**src/rtl/cpu10_pkg.sv**
```systemverilog
// Shared constants and loader state encoding for the 10-bit CPU and its
// instruction memory loader.
package cpu10_pkg;

  localparam int CPU_DATA_W = 10;
  localparam int CPU_ADDR_W = 10;
  localparam int IMEM_DEPTH = 128;

  typedef enum logic [1:0] {
    ST_IDLE  = 2'd0,
    ST_LOAD  = 2'd1,
    ST_DONE  = 2'd2,
    ST_ERROR = 2'd3
  } loader_state_t;

endpackage

```
**src/rtl/imem_ram.sv**
```systemverilog
// Instruction storage: one synchronous write port, one asynchronous read port
// so the CPU sees the same zero-latency timing as a ROM.
module imem_ram #(
  parameter int DATA_W = 10,
  parameter int DEPTH  = 128,
  parameter int AW     = 7
) (
  input  logic              clk,
  input  logic              wr_en,
  input  logic [AW-1:0]     wr_addr,
  input  logic [DATA_W-1:0] wr_data,
  input  logic [AW-1:0]     rd_addr,
  output logic [DATA_W-1:0] rd_data
);

  logic [DATA_W-1:0] mem [DEPTH];

  always_ff @(posedge clk) begin
    if (wr_en) begin
      mem[wr_addr] <= wr_data;
    end
  end

  // Read sees the pre-edge contents, so a same-cycle write returns old data.
  assign rd_data = mem[rd_addr];

endmodule

```
**src/rtl/imem_loader.sv**
```systemverilog
// Streams a program into instruction memory from address 0 and holds the CPU
// in reset until a complete program (in_last seen) has been stored.
module imem_loader
  import cpu10_pkg::*;
#(
  parameter int DATA_W = CPU_DATA_W,
  parameter int ADDR_W = CPU_ADDR_W,
  parameter int DEPTH  = IMEM_DEPTH
) (
  input  logic              clk,
  input  logic              rst,
  input  logic              load_start,
  input  logic              in_valid,
  output logic              in_ready,
  input  logic [DATA_W-1:0] in_data,
  input  logic              in_last,
  input  logic [ADDR_W-1:0] address,
  output logic [DATA_W-1:0] read_data,
  output logic              cpu_rst,
  output logic              load_done,
  output logic              load_err,
  output logic [ADDR_W-1:0] word_count,
  output logic [DATA_W-1:0] checksum
);

  localparam int RAM_AW = $clog2(DEPTH);
  localparam logic [ADDR_W-1:0] DEPTH_A = ADDR_W'(DEPTH);

  loader_state_t     state_reg, state_next;
  logic [ADDR_W-1:0] count_reg, count_next;
  logic [DATA_W-1:0] sum_reg, sum_next;
  logic              wr_en;
  logic              accept;
  logic [DATA_W-1:0] ram_rd_data;

  assign in_ready = (state_reg == ST_LOAD) && !load_start;
  assign accept   = in_valid && in_ready;

  always_comb begin
    state_next = state_reg;
    count_next = count_reg;
    sum_next   = sum_reg;
    wr_en      = 1'b0;
    if (load_start) begin
      // A restart wins over any word offered in the same cycle.
      state_next = ST_LOAD;
      count_next = '0;
      sum_next   = '0;
    end else if (accept) begin
      if (count_reg < DEPTH_A) begin
        wr_en      = 1'b1;
        count_next = count_reg + ADDR_W'(1);
        sum_next   = sum_reg + in_data;
        if (in_last) begin
          state_next = ST_DONE;
        end
      end else begin
        // Overflow word is consumed but not stored or counted.
        state_next = ST_ERROR;
      end
    end
  end

  always_ff @(posedge clk) begin
    if (rst) begin
      state_reg <= ST_IDLE;
      count_reg <= '0;
      sum_reg   <= '0;
    end else begin
      state_reg <= state_next;
      count_reg <= count_next;
      sum_reg   <= sum_next;
    end
  end

  assign cpu_rst    = (state_reg != ST_DONE);
  assign load_done  = (state_reg == ST_DONE);
  assign load_err   = (state_reg == ST_ERROR);
  assign word_count = count_reg;
  assign checksum   = sum_reg;

  imem_ram #(
    .DATA_W (DATA_W),
    .DEPTH  (DEPTH),
    .AW     (RAM_AW)
  ) u_ram (
    .clk     (clk),
    .wr_en   (wr_en),
    .wr_addr (count_reg[RAM_AW-1:0]),
    .wr_data (in_data),
    .rd_addr (address[RAM_AW-1:0]),
    .rd_data (ram_rd_data)
  );

  assign read_data = (address < DEPTH_A) ? ram_rd_data : '0;

endmodule
```
**config.mk**
```make
export PLATFORM = sky130hd
export DESIGN_NAME = imem_loader
export DESIGN_NICKNAME = d
export VERILOG_FILES = /design/src/rtl/cpu10_pkg.sv /design/src/rtl/imem_ram.sv /design/src/rtl/imem_loader.sv
export SDC_FILE = /design/constraint.sdc
export NUM_CORES = 1
export LEC_CHECK = 0
export CAP_MARGIN = 15
export CORE_UTILIZATION = 50
export DETAILED_ROUTE_END_ITERATION = 16
export PLACE_DENSITY_LB_ADDON = 0.2
export SYNTH_ARGS = -nofsm -noshare
export SYNTH_HDL_FRONTEND = slang
export SYNTH_HIERARCHICAL = 1
export SYNTH_SLANG_ARGS = --single-unit
```
**constraint.sdc**
```tcl
create_clock -name clk -period 5.8 [get_ports clk]
set_clock_uncertainty 0.1 [all_clocks]
set_input_delay 1.74 -clock clk [delete_from_list [all_inputs] [get_ports clk]]
set_output_delay 1.74 -clock clk [all_outputs]
set_load 0.01 [all_outputs]
```
==> results.cfg <==
[synth]
synth_seq_cells = 1302
ys.flop_type = edfxtp_1
syn_nets = 2189
synth_edf_count = 1280
yosysSeqAreaShare_pct = 76.9
yosysTopAreaCell = edfxtp_1
syn_inst = 2153
synth_top_area_share_pct = 76.1
syn_area_per_cell_sq_um = 23.5
synth.distinct_cells = 50
yosysWarningCount = 6
synth_area_leaders = edfxtp_1, mux4_2, nor2_1
ys_async_sr_fraction_pct = 0
syn_area_sq_um = 50500

[placed_design]
port_buffers = 58
post-dp-hpwl_um = 77600
place_congestion = 0.857
place_inst = 3650

[clock_network]
cts_sinks = 1302
insertion_delay_ns = 0.73
cts_tree = done
numCtsBuffers = 137
cts.clk_slew.worst_paths_ns = 0.06
h-tree-depth = 4
clock-root-buffer = clkbuf_16
cts-hold-fix-buffers = 0
clock_path_buffers = 3

[setup_path]
arrival_ns = 4.58
rrSetupSlack_ns = 2.54
cp-end-kind = output pin
worstPathMaxFanout = 8
cp.required_ns = 3.96
setup.worst_path.class = input pin to output pin
rr_worst_depth = 4
cp-start-kind = input pin

[cells_and_area]
fillers = 7023
layout-area-overhead-vs-synth_pct = 17.8
drive_gt1_share_pct = 36.2
regMostFlops = u_ram/mem
largest_register_ffs = 1280
final_core_util_pct = 59.5
layout.nets = 2563
fin_cells = 3923

[drt]
wl_per_cell_um = 31.1
via_per_inst = 6.15
drt-total-wl_um = 122000
ant_nets = 0
vias = 24100
drtIter0Drc = 2785
drc = 0
firstDrtPassIters = 6

[grt]
grt.total_usage_pct = 24.5
grt_max_degree = 76
grt_first_pass_wirelength_um = 177000
antenna_found_initial = 2
grt-ovfl-total = 0
grt_pass1_vias = 24900

[die]
core_sq_um = 100000
die_x_um = 320
die_h_um = 320
rows = 116
start_util_pct = 50.5
io_pins = 59
die_area_sq_um = 102000

[power_and_ir_drop]
p_per_area_nw_per_um2 = 329
p_clk_share_pct = 41.9
p_switching_mw = 4.07
power_frac_comb_pct = 5.4
swShare_pct = 20.8
vdd_drop_max_mv = 0.276
internal_power_mw = 15.5
cellLeakagePower_nw = 19.1
pwr-share-seq_pct = 52.7

[timing]
finalMaxSlewViolations = 0
fin_setup_tns_ns = -5.74
timing.final.crit_share_pct = 111
setup_viol = 10
whs_ns = 0.381
setup_slack_ns = -0.619
rsz0062_at_grt = yes
max_slew_margin_pct = 33.7
tightest_slew_ns = 0.991
final_hold_viol_count = 0
final.min_clock_period_ns = 6.42
fmax_ghz = 0.156

[outcome]
status = finished, violations left
violations = negative setup slack

[hold_path]
hold_class = register to register
hold_depth = 2

[job]
cap_viol_max_count = 0
## critical path: stages
cell and delay, ns:
buf_16 0.14, buf_16 0.15, buf_8 0.13, mux4_2 0.55, mux4_2 0.59, mux4_2 0.63
mux2_4 0.33, and2_4 0.15, buf_6 0.12
## per-stage QoR
| step | total power [mW] | area [sq um] | worst slack [ns] |
|---|---|---|---|
| finish | 19.6 | 59600 | -0.619 |
| global route | 20.1 | 59600 | -0.642 |
| CTS | 19.8 | 59500 | -0.590 |
| detailed placement | 11.5 | 54700 | -1.10 |
| global placement | 11.5 | 54700 | -1.09 |
| floorplan | 11.1 | 51000 | -0.0141 |
## synth_stat cells (2+ instances only)
cell type  number
or3_1           3
nor3_1         12
clkbuf_1       74
o211ai_1        2
a21o_1          3
o21ai_0         2
buf_2          34
a311o_1         2
a211oi_1        2
nor2_1        138
nand4_1         8
inv_1           5
ha_1           10
a41oi_1         2
nand3_1        15
nand2_1        29
and3_1          8
buf_4           2
mux2_2         10
and2_1         13
dfxtp_1        22
a21oi_1        12
edfxtp_1     1280
buf_1           4
nand3_2         2
xor2_1          5
xnor2_1         2
mux4_2        420
nand2b_1        4
nor2b_1         8
## cell families after synthesis
kind of cell | synth area share (%)
multiplexers | 19.0
XOR/XNOR | 0.121
adder cells (fa/ha/maj) | 0.287
flip-flops | 76.9
AND/OR/NAND/NOR | 2.21
buffers and inverters | 0.990
AO/OA/AOI/OAI | 0.500
## placed cells by master, fill, tap and decap left out, types with 8 or more instances in the layout
master and count:
a21oi_1 12, and2_4 11, and3_1 8, buf_12 32, buf_16 13, buf_4 229
buf_6 28, buf_8 10, clkbuf_1 24, clkbuf_16 141, clkdlybuf4s50_1 33, clkinv_1 29
clkinv_2 20, dfxtp_1 22, edfxtp_1 1280, ha_1 10, mux2_4 11, mux4_2 420
nand2_1 29, nand3_1 15, nand4_1 8, nor2_1 138, nor2b_1 8, nor3_1 11
## power by group through the flow
| stage | logic (mW) | registers (mW) | clock network (mW) |
|---|---|---|---|
| after floorplan | 0.536 | 10.5 | 0 |
| after global placement | 0.989 | 10.5 | 0 |
| after detailed placement | 1.01 | 10.5 | 0 |
| after CTS | 1.07 | 10.3 | 8.35 |
| after global routing | 1.11 | 10.3 | 8.70 |
| final | 1.07 | 10.3 | 8.21 |
## worst paths after layout
check,startpoint,end
setup reg to reg,word_count[3]$_SDFFE_PP0N_,u_ram/mem[106][3]$_DFFE_PP_
setup / recovery,address[0],read_data[6]
hold reg to reg,checksum[3]$_SDFFE_PP0N_,checksum[3]$_SDFFE_PP0N_
hold / removal,checksum[3]$_SDFFE_PP0N_,checksum[3]$_SDFFE_PP0N_
## layer usage
metal	track usage, %	part of all wire (%)	up-vias
met1	33.4	39	12900
li1	-	-	9958
met5	0	0.011	-
met3	4.65	7.5	185
met2	40.3	50	1055
met4	7.81	2.9	2
## layout make-up
cell class,count,area [sq um],share of cell area [%]
Antenna cell,1,2.50,0.00420
Clock buffer,166,3630,6.10
Clock inverter,70,552,0.927
Inverter,6,22.5,0.0378
Multi-Input combinational cell,731,11200,18.9
Sequential cell,1302,38900,65.3
Tap cell,1298,1620,2.73
Timing Repair Buffer,349,3620,6.07
## what timing repair did
item	CTS	global route
buffers inserted	28	2
gates cloned	8	0
gates resized for setup	99	12
endpoints found under the setup margin	10	10
Power figures use the tool's default switching activity.
